## src/rtl/bcd_down_cnt8.sv

```systemverilog
// Loadable 2-digit BCD down-counter/timer (99..00) with start/stop, done level and borrow-out pulse.
// Optional macro BCD_DOWN_AUTO_RELOAD_EN: reload the preset after reaching 00 and keep running.
module bcd_down_cnt8 (
   input  logic       clk,
   input  logic       R,
   input  logic       ld,
   input  logic [7:0] DIN,
   input  logic       start,
   input  logic       stop,
   input  logic       ce,
   output logic [7:0] DHL,
   output logic [3:0] cd_DH,
   output logic [3:0] cd_DL,
   output logic       busy,
   output logic       done,
   output logic       BO,
   output logic       err
);

   typedef enum logic [1:0] {IDLE, RUN, DONE} state_t;

   state_t     st, st_nx;
   logic [3:0] dh, dl, dh_nx, dl_nx;
   logic [3:0] ph, pl;
   logic       bo, bo_nx, er, er_nx;
   logic       zero, one;

`ifdef BCD_DOWN_AUTO_RELOAD_EN
   logic [3:0] rh, rl, rh_nx, rl_nx;
`endif

   // Non-BCD preset digits are clamped to 9
   always_comb begin
      ph = (DIN[7:4] > 4'd9) ? 4'd9 : DIN[7:4];
      pl = (DIN[3:0] > 4'd9) ? 4'd9 : DIN[3:0];
   end

   assign zero = (dh == 4'd0) && (dl == 4'd0);
   assign one  = (dh == 4'd0) && (dl == 4'd1);

   always_comb begin
      st_nx = st;
      dh_nx = dh;
      dl_nx = dl;
      bo_nx = 1'b0;
      er_nx = er;
`ifdef BCD_DOWN_AUTO_RELOAD_EN
      rh_nx = rh;
      rl_nx = rl;
`endif
      if (ld) begin
         dh_nx = ph;
         dl_nx = pl;
         er_nx = (DIN[7:4] > 4'd9) || (DIN[3:0] > 4'd9);
         st_nx = IDLE;
`ifdef BCD_DOWN_AUTO_RELOAD_EN
         rh_nx = ph;
         rl_nx = pl;
`endif
      end else if (stop && st == RUN) begin
         st_nx = IDLE;
      end else if (start && st == IDLE) begin
         st_nx = zero ? DONE : RUN;
      end else if (ce && st == RUN) begin
`ifdef BCD_DOWN_AUTO_RELOAD_EN
         if (zero) begin
            dh_nx = rh;
            dl_nx = rl;
         end else
`endif
         if (dl == 4'd0) begin
            dl_nx = 4'd9;
            dh_nx = dh - 4'd1;
         end else begin
            dl_nx = dl - 4'd1;
         end
         if (one) begin
            bo_nx = 1'b1;
`ifndef BCD_DOWN_AUTO_RELOAD_EN
            st_nx = DONE;
`endif
         end
      end
   end

   always_ff @(posedge clk or posedge R) begin
      if (R) begin
         st <= IDLE;
         dh <= '0;
         dl <= '0;
         bo <= 1'b0;
         er <= 1'b0;
`ifdef BCD_DOWN_AUTO_RELOAD_EN
         rh <= '0;
         rl <= '0;
`endif
      end else begin
         st <= st_nx;
         dh <= dh_nx;
         dl <= dl_nx;
         bo <= bo_nx;
         er <= er_nx;
`ifdef BCD_DOWN_AUTO_RELOAD_EN
         rh <= rh_nx;
         rl <= rl_nx;
`endif
      end
   end

   assign cd_DH = dh;
   assign cd_DL = dl;
   assign DHL   = {dh, dl};
   assign busy  = (st == RUN);
   assign done  = (st == DONE);
   assign BO    = bo;
   assign err   = er;

endmodule

```

## config.mk

```make
export PLATFORM = sky130hd
export DESIGN_NAME = bcd_down_cnt8
export DESIGN_NICKNAME = d
export VERILOG_FILES = /design/src/rtl/bcd_down_cnt8.sv
export SDC_FILE = /design/constraint.sdc
export NUM_CORES = 1
export LEC_CHECK = 0
export ABC_CLOCK_PERIOD_IN_PS = 1500
export CELL_PAD_IN_SITES_DETAIL_PLACEMENT = 0
export CELL_PAD_IN_SITES_GLOBAL_PLACEMENT = 1
export CORE_MARGIN = 5
export CORE_UTILIZATION = 27
export DETAILED_ROUTE_END_ITERATION = 8
export PLACE_DENSITY = 0.83
export RECOVER_POWER = 100
export SETUP_SLACK_MARGIN = 0.02
export SKIP_LAST_GASP = 1
export SYNTH_ARGS = -nofsm -noshare
export SYNTH_HDL_FRONTEND = slang
export SYNTH_SLANG_ARGS = --single-unit
```

## constraint.sdc

```tcl
create_clock -name clk -period 1.5 [get_ports clk]
set_input_delay 0.45 -clock clk [delete_from_list [all_inputs] [get_ports clk]]
set_output_delay 0.45 -clock clk [all_outputs]
set_load 0.01 [all_outputs]
```

# ---- Word level (Yosys, flattened, before mapping)
# Index checks and enable logic that the tools add are counted.
dict set report word_totals {
  word_cells 53
  out_inout_bits 20
  regBits 12
}
dict set report op_classes {
  n_lt_le_gt_ge 2
  mux 23
  add_sub_neg 2
  reduce_logical 16
  eq_ne 5
}
# operator count
set ops {}
lappend ops {{$mux W4} 12}
lappend ops {{$mux W2} 6}
lappend ops {{$gt A4 B4 Y1 const B} 2}
lappend ops {{$logic_not A4 Y1} 2}
lappend ops {{$reduce_bool A4 Y1} 2}
lappend ops {{$sub A4 B1 Y4 const B} 2}
lappend ops {{$logic_and A1 B1 Y1} 5}
lappend ops {{$mux W1} 5}
lappend ops {{$eq A4 B1 Y1 const B} 1}
lappend ops {{$ne A2 B2 Y1 const B} 2}
lappend ops {{$reduce_and A4 Y1} 1}
lappend ops {{$reduce_bool A2 Y1} 2}
lappend ops {{$reduce_and A3 Y1} 1}
lappend ops {{$eq A2 B1 Y1 const B} 1}
lappend ops {{$eq A2 B2 Y1 const B} 1}
lappend ops {{$logic_not A2 Y1} 1}
lappend ops {{$reduce_and A2 Y1} 1}
lappend ops {{$logic_or A1 B1 Y1} 1}

# ---- Longest topological paths before layout
# Gate-level depths: netlist of run 1.
dict set report logic_depth {
  ltp_word 7
  ltp_mapped 6
  mapped_depth_nobuf 6
}

# ---- Worst setup path before layout of run 1
# No wires, ideal clock.
dict set report synth_path {
  path_kind {flip-flop to flip-flop}
  from {reg dh[0] (netlist: cd_DH[0])}
  to {reg st[0]}
  setup_time_ps 121
  path_stages_with_launch 7
  slack_ps -23
  arrival_time_ps 1402
  path_cell_list {dfrtp_1 inv_1 ha_1 nor3b_1 nor2b_1 a21oi_1 a22o_1}
}
dict set report synth_between {
  elab_chain_cells 6
}
# element line
set synth_lines {}
lappend synth_lines {{start: declaration} 23} ;# logic [3:0] dh, dl, dh_nx, dl_nx;
lappend synth_lines {{start signal: assignment} 99} ;# dh <= dh_nx;
lappend synth_lines {{$logic_not A4 Y1 *} {38, 39}}
lappend synth_lines {{$logic_and A1 B1 Y1} 38} ;# assign zero = (dh == 4'd0) && (dl == 4'd0);
lappend synth_lines {{$mux W2} 63} ;# st_nx = zero ? DONE : RUN;
lappend synth_lines {{$mux W2} 62} ;# end else if (start && st == IDLE) begin
lappend synth_lines {{$mux W2} 60} ;# end else if (stop && st == RUN) begin
lappend synth_lines {{$mux W2} 51} ;# if (ld) begin
lappend synth_lines {{end signal: assignment} 98} ;# st <= st_nx;
lappend synth_lines {{end: declaration} 22} ;# state_t st, st_nx;
# Every way passes the cells marked *; elsewhere a longest branch is shown, timed or not.
# A chain may end at the register's enable or synchronous reset.

# ---- Worst setup path after layout of run 1
dict set report layout_path {
  from {reg dl[3] (netlist: cd_DL[3])}
  to {out DHL[3]}
}
# element line
set layout_rtl {}
lappend layout_rtl {{start: declaration} 23}
lappend layout_rtl {{start signal: assignment} 100} ;# dl <= dl_nx;
lappend layout_rtl {{end: declaration} 11} ;# output logic [7:0] DHL,
# No word-level cell between the ends.

==> results.cfg, run 1 <==
[timing]
worst_slack_ns = -0.06870
rsz0062_at_grt = true
final_hold_viol_count = 0
fmax_mhz = 637.5
fin_crit_ns = 1.569
final_max_slew_viol_count = 0
setup_viol = 6
finalCritPeriodShare_pct = 104.6
skew_ns = 0.005021
relSlewSlack_pct = 54.89
tightest_slew_ns = 0.6766

[worst_setup_path]
max_stage_delay_ns = 0.43
path_depth = 2
critPathBufInv = 2
path_max_fanout = 2
start_kind = register
path_cells = buf_4 -> dlygate4sd2_1
required_ns = 1.05
critPathKind = reg -> out
slowest_stage = dfrtp_2
crit_family = flip-flops
endpoint_kind = primary output
arrival_ns = 1.12
r2r_cells = 6

[run]
maxCapViolations = 0

[route]
num_vias = 847
wirelength_met1_um = 1107
met2_wirelength_um = 1292
drtPass1Iterations = 4
drt_iter0_markers = 7
wl_met3_um = 185
avgViaCountPerCell = 4.785
drt_drc_violations_left = 0
route.top_layer_used = met4
routed_wl_um = 2656
ant_nets = 0
post_drt_wl_per_cell_um = 15.01

[power]
power.leakage_nw = 0.6740
power_per_cell_area_nw_per_um2 = 760.9
vdd_drop_max_uv = 580.7

[placed_design]
dp_cells = 152
io_buffers = 33
dpl.hpwl_um = 1677
gp_congestion = 0.7738
placed_area_sq_um = 1194

[grt]
grt_pass1_wl_um = 4374
grtUsageTotal_pct = 13.12
grt_pass1_vias = 982
antenna_found_initial = 0
globalRouteOverflowTotal = 0
grt_max_degree = 13

[synth]
synth.area.top_cells = dfrtp_1 (38%), buf_4 (8.6%), nor2_1 (3.3%)
yosys_warnings = 0
synth_nets = 100
synth_edf_count = 0
synth.cell_area_sq_um = 789.5
synth.distinct_cells = 37
synth.avg_cell_area_sq_um = 9.288
yosysSeqAreaShare_pct = 38.03
ys_seq_elements = 12
synth_most_common_cell = dfrtp_1
ys.flop_type = dfrtp_1
async_reset_ff_share_pct = 100.0
synthCells = 85
yosys-top-cells-count = dfrtp_1 (12), buf_4 (9), nor2_1 (7)
yosys.area.top_type_share_pct = 38.03
synth_largest_area_cell = dfrtp_1

[cts]
clk_pin_slew_worst_paths_ns = 0.08
numCtsBuffers = 3
htree_levels = 1
root_buffer = clkbuf_4
cts_sinks = 12
clk_latency_ns = 0.28
cts.hold.buffers_added = 0
clock_path_buffers = 2
cts_tree = done

[floorplanning]
ios = 34
die-area_sq_um = 4106
die_y_um = 64.08
rows = 19
coreArea_sq_um = 2781
die_x_um = 64.08
initial_utilization_pct = 28.39

[min_path]
holdCritPathClass = reg -> reg
min_delay_path_depth = 2

[status]
violations = setup timing
status = finished with violations

[layout]
syn_to_final_growth_pct = 85.42
drive_gt1_share_pct = 48.63
fin_area_sq_um = 1464
multiInputGateArea_sq_um = 488.0
instances_no_fill = 177
final_nets = 162
diodes = 0
seq_area_sq_um = 305.3
fillers = 231
final cells by class:
| cell class | count | area share [%] |
|---|---|---|
| clock buffers | 4 | 2.479 |
| repair buffers | 68 | 38.97 |
| inverters | 6 | 1.709 |
| multi-input cells | 56 | 33.33 |
| well taps | 31 | 2.650 |
| flip-flops and latches | 12 | 20.85 |
registers in the layout, indices dropped and copies added (netlist names):
signal  flops
err         1
BO          1
st          2
cd_DH       4
cd_DL       4
through the flow:
stage / total power, mW / worst slack, ns / util [%] / TNS (ns) / hold WS [ns]
finish: 1.114 / -0.06870 / 52.63 / -0.2379 / 0.5664
global route: 1.185 / -0.1056 / 52.63 / -1.098 / 0.6208
CTS: 1.067 / -0.08099 / 50.20 / -0.4897 / 0.4579
detailed placement: 0.7425 / -0.4144 / 42.92 / -3.475 / 0.5547
global placement: 0.7367 / -0.3852 / 42.92 / -3.144 / 0.5453
floorplan: 0.5627 / 0.06353 / - / 0 / 0.3147
routing by layer:
metal  vias to the layer above  track usage, %
met4                         0           5.455
li1                        414               -
met3                         7           4.553
met1                       400           15.51
met5                         -               0
met2                        26           21.48
path summary, 6_finish.rpt:
check / startpoint / endpoint / slack [ns]
min: err / err / 0.57
min reg2reg: err / err / 0.57
max reg2reg: st[1] / cd_DL[3] / -0.03
max: cd_DL[3] / DHL[3] / -0.07
min in group asynchronous: R / cd_DH[3] / 0.77
max in group asynchronous: R / cd_DL[0] / 0.25
worst register-to-register path, cell delays in order (launching register included):
cell and delay (ns):
dfrtp_1 0.42, buf_6 0.14, nor4bb_4 0.28, buf_6 0.20, nand2_2 0.08, o21ai_1 0.19
a31oi_1 0.12
cells by family after synthesis:
family | Yosys count | synth area share (%)
multiplexers | 1 | 1.268
buffers and inverters | 17 | 12.36
adder cells (fa/ha/maj) | 1 | 1.585
flip-flops | 12 | 38.04
AND/OR/NAND/NOR | 30 | 25.36
XOR/XNOR | 4 | 4.438
AO/OA/AOI/OAI | 20 | 16.96
timing repair:
action	CTS	global route
setup buffers	17	4
resized for setup	56	28
pin swaps	13	4
endpoints found under the setup margin	30	20
endpoints found under the hold margin	0	0
cells in the final DEF, fill, tap and decap left out, types with 3 or more instances in the layout:
| cell | netlist | final |
|---|---|---|
| clkbuf_2 | 0 | 6 |
| nor2_1 | 7 | 7 |
| nand2b_1 | 3 | 3 |
| dfrtp_2 | 0 | 4 |
| clkbuf_4 | 0 | 3 |
| a31oi_1 | 3 | 3 |
| inv_1 | 6 | 4 |
| buf_6 | 0 | 11 |
| clkdlybuf4s50_1 | 0 | 10 |
| nand3b_1 | 3 | 3 |
| dfrtp_1 | 12 | 8 |
| a21oi_1 | 4 | 3 |
| buf_4 | 9 | 24 |
| o21ai_1 | 3 | 3 |
| xor2_1 | 3 | 3 |
| buf_2 | 0 | 3 |
| dlygate4sd2_1 | 0 | 10 |
power by group:
part,internal [mW],switching (mW),total (mW)
clock,0.148,0.118,0.266
combinational,0.262,0.203,0.466
sequential,0.356,0.0270,0.383
total,0.766,0.348,1.11
(Power assumes the default switching activity.)
==> run 2, diff against run 1 <==
ABC_CLOCK_PERIOD_IN_PS = 1650   (was 1500)
CORE_UTILIZATION = 30   (was 27)
PLACE_DENSITY = 0.87   (was 0.83)
clock period = 1.65 ns   (was 1.5 ns; I/O delays follow)
==> results.cfg, run 2 (synthesis results as in run 1) <==
[worst_setup_path]
arrival_ns = 1.08
critPathKind = reg -> out
required_ns = 1.15
endpoint_kind = primary output
r2r_start = cd_DH[0]
crit_start = cd_DL[1]
start_kind = register
r2r_cells = 8
path_max_fanout = 5
ff2ff_setup_slack_ns = 0.09

[route]
drtPass1Iterations = 4
drt_iter0_markers = 12
post_drt_wl_per_cell_um = 13.34
drt_drc_violations_left = 0
ant_nets = 0
num_vias = 791
avgViaCountPerCell = 4.944
routed_wl_um = 2134

[min_path]
holdCritPathClass = reg -> reg
min_from = err
min_delay_path_depth = 2

[power]
power.internal_uw = 630.1
vdd_drop_max_uv = 397.5
p_seq_share_pct = 38.0
power_per_cell_area_nw_per_um2 = 718.6
power.leakage_nw = 0.5895
pwr-share-clk_pct = 26.9
combPwrFrac_pct = 35.1
switching_power_uw = 280.7
p_sw_share_pct = 30.82

[cts]
cts_tree = done
htree_levels = 1
clk_pin_slew_worst_paths_ns = 0.08
numCtsBuffers = 3
cts_sinks = 12
clk_latency_ns = 0.28
cts.hold.buffers_added = 0
root_buffer = clkbuf_4
clock_path_buffers = 2

[timing]
final_hold_viol_count = 0
fmax_mhz = 634.6
skew_ns = 0.006181
fin_crit_ns = 1.576
rsz0062_at_grt = true
setup_viol = 0
final_max_slew_viol_count = 0
relSlewSlack_pct = 68.47
tightest_slew_ns = 0.4725
finalCritPeriodShare_pct = 95.51
timing.hold.ws_ns = 0.5594

[floorplanning]
coreArea_sq_um = 2500
ios = 34
die_y_um = 61.30
die-area_sq_um = 3758
initial_utilization_pct = 31.58
die_x_um = 61.30
rows = 18

[placed_design]
dp_cells = 151
dpl.hpwl_um = 1618
io_buffers = 33
gp_congestion = 0.7381

[layout]
multiInputGateArea_sq_um = 419.2
diodes = 0
instances_no_fill = 160
fillers = 246
layout_commonest_cell = buf_4
drive_gt1_share_pct = 30.00
syn_to_final_growth_pct = 60.54
final_nets = 146
seq_area_sq_um = 304.0
layout_common_cells = buf_4 (18), dlygate4sd2_1 (17), clkdlybuf4s50_1 (10)

[grt]
grt_pass1_wl_um = 3491
grtUsageTotal_pct = 12.52
globalRouteOverflowTotal = 0
antenna_found_initial = 0
grt_max_degree = 13
grt_pass1_vias = 820

[run]
maxCapViolations = 0

[status]
status = finished clean
-- run 2: critical path: stages, from the launching register on --
cell,delay (ns)
dfrtp_2,0.40
buf_4,0.15
clkdlybuf4s15_1,0.24
-- run 2: path summary, 6_finish.rpt --
kind,to
worst min register to register,err
worst min-delay path,err
max in group asynchronous,cd_DL[0]
worst max-delay path,DHL[1]
min in group asynchronous,cd_DH[3]
worst max register to register,st[1]
-- run 2: layout make-up --
cell class	instances	share of cell area, %
Clock buffer	4	2.863
Inverter	6	1.777
Multi-Input combinational cell	56	33.07
Sequential cell	12	23.99
Tap cell	30	2.961
Timing Repair Buffer	52	35.34
-- run 2: metrics by stage --
step | utilization (%) | area [sq um] | setup WS [ns] | TNS [ns] | power [mW]
2_1_floorplan | - | 789.5 | 0.1270 | 0 | 0.5104
3_3_place_gp | 47.50 | 1187 | -0.2776 | -1.911 | 0.6728
3_5_place_dp | 47.50 | 1187 | -0.3125 | -2.168 | 0.6778
4_1_cts | 50.05 | 1251 | 0.02022 | 0 | 0.9111
5_1_grt | 50.70 | 1267 | -0.03355 | -0.04065 | 0.9619
6_report | 50.70 | 1267 | 0.07416 | 0 | 0.9108
-- run 2: repair_timing --
item	CTS	global route
setup endpoints to repair	22	12
cloned	0	0
pin swaps	1	2
resized for setup	25	10
endpoints found under the hold margin	0	0
buffers inserted	5	0
-- run 2: per-layer routing --
metal / global-route usage, % / vias to the layer above / share of wire (%)
li1: - / 378 / -
met1: 15.72 / 370 / 44
met2: 21.00 / 41 / 49
met3: 3.354 / 2 / 5.8
met4: 3.715 / 0 / 0.94
met5: 0 / - / 0
-- run 2: power groups by stage --
stage,sequential [mW],clock (mW),combinational (mW)
6_report,0.346,0.245,0.320
5_1_grt,0.352,0.264,0.346
4_1_cts,0.347,0.249,0.316
3_5_place_dp,0.363,0,0.314
3_3_place_gp,0.363,0,0.310
2_1_floorplan,0.375,0,0.136
==> variant: new RTL, config.mk and constraints of run 2 <==
Add a define of `BCD_DOWN_AUTO_RELOAD_EN`.
--- a/src/rtl/bcd_down_cnt8.sv
+++ b/src/rtl/bcd_down_cnt8.sv
@@ -1,5 +1,7 @@
 // Loadable 2-digit BCD down-counter/timer (99..00) with start/stop, done level and borrow-out pulse.
 // Optional macro BCD_DOWN_AUTO_RELOAD_EN: reload the preset after reaching 00 and keep running.
+`define BCD_DOWN_AUTO_RELOAD_EN
+
 module bcd_down_cnt8 (
    input  logic       clk,
    input  logic       R,
Check against the original RTL: not equivalent (a bounded check fails within 4 cycles, from zero or initial values).
==> variant against run 2 <==
- maximum frequency down 2.1%
- sequential cell count up 8
- synthesized area is 47% higher
- global-route usage up 0.65 points
- total power grew 40%
- via count is 46% higher
- synthesized cell count grew 51%
- setup slack got worse by 0.033 ns
- routed wire length increased by 55%
- final area is 36% higher
==> variant: results (changes against run 2) <==
Crit path arrival time=1.81 ns (+0.73 ns); Nets=195 (+34%); Avg WL per Cell=14.7 µm (+10%); drt first-iter violations=61 (+49); largest net degree at the start of global routing=21 (+8); gpl congestion=0.851 (+15%); status=finished, final reports clean; FF-to-FF path depth=6 (-2); Synth area leaders=dfrtp_1, buf_4, o21ai_0, inv_1, nor2_1; Worst R2R Setup Slack=0.04 ns (-0.05 ns); Synth top cells by count=dfrtp_1, inv_1, nor2_1, nand2_1, o21ai_0; CP endpoint=st[0]; HPWL Detailed=2420 µm (+49%); fill count=379 (+54%); Syn Nets=144 (+44%); gr usage total=0.132 (+0.00651); Slew HR=0.676 (-0.00861); Crit. Startpoint=cd_DH[1]; Static Leakage=0.794 nW (+35%); Clock Latency Late Sink=0.26 ns (-0.02 ns); skew final=0.000842 ns (-0.00534 ns); r2r startpoint=cd_DH[1]; layout cell share with drive strength beyond 1=0.292 (-0.00787); Root Driver=clkbuf_8; first-pass GRT wire length=5490 µm (+57%)
-- variant: changes by cell type in the layout (fill, tap and decap cells not counted), sizes merged, moves of 2 or more --
| cell | before | now |
|---|---|---|
| a22oi | 0 | 2 |
| clkbuf | 6 | 8 |
| o211ai | 0 | 5 |
| dfrtp | 12 | 20 |
| and4b | 2 | 0 |
| nor2 | 7 | 13 |
| nor3 | 1 | 3 |
| nand2 | 4 | 10 |
| xor2 | 3 | 0 |
| or4 | 0 | 2 |
| o21ai | 5 | 12 |
| inv | 6 | 13 |
| buf | 19 | 22 |
-- variant: logic make-up after synthesis --
kind of cell    synth area share
flops                      0.431
compound gates             0.189
buf+inv                    0.103
fa+ha+maj                 0.0215
simple gates               0.238
mux                       0.0172
-- variant: layout make-up --
class,instances,area share
Multi-Input combinational cell,84,0.338
Timing Repair Buffer,57,0.278
Clock buffer,4,0.0261
Sequential cell,20,0.295
Tap cell,48,0.0348
Inverter,13,0.0283
-- variant: routing by layer --
layer	track usage	wire [µm]	up-vias
li1	-	-	545
met2	0.229	1660	48
met4	0.0668	82	0
met1	0.159	1370	552
met3	0.0166	198	9
met5	0	0	-
-- variant: worst min path at each step --
stage	startpoint	end	slack (ns)	cells after the start
finish	rh[1]	rh[1]	0.51	2
detailed placement	rh[1]	rh[1]	0.50	2
CTS	rh[1]	rh[1]	0.51	2
floorplan	rh[1]	rh[1]	0.45	2
global placement	rh[1]	rh[1]	0.47	2
global route	rh[0]	rh[0]	0.56	2
-- variant: timing repair --
item / 4_1_cts / 5_1_grt
endpoints found under the hold margin: 0 / 0
setup buffers: 4 / 4
resized for setup: 28 / 16
pin swaps: 1 / 7
endpoints found under the setup margin: 24 / 14
-- variant: critical path, cell delays in order, from the launching register on --
cell	delay (ns)
dfrtp_1	0.36
inv_2	0.06
ha_4	0.15
or3b_4	0.27
nor2_4	0.05
or4b_4	0.51
a21oi_2	0.14
-- variant: through the flow --
step                      instances  hold slack, ns  instance area [µm²]  setup slack, ns   util
after CTS                       223           0.510                 1670           0.0181  0.451
after global routing            226           0.563                 1720          -0.0246  0.464
after detailed placement        215           0.495                 1610           -0.374  0.433
after floorplan                 128           0.454                 1160           0.0461      -
final                           226           0.509                 1720           0.0408  0.464
after global placement          215           0.472                 1610           -0.328  0.433
-- variant: where the power goes --
part           total [mW]  switching [mW]  leakage, nW  internal [mW]
Sequential          0.566          0.0333        0.240          0.532
Combinational       0.367           0.182        0.531          0.186
Clock               0.343           0.170       0.0228          0.172
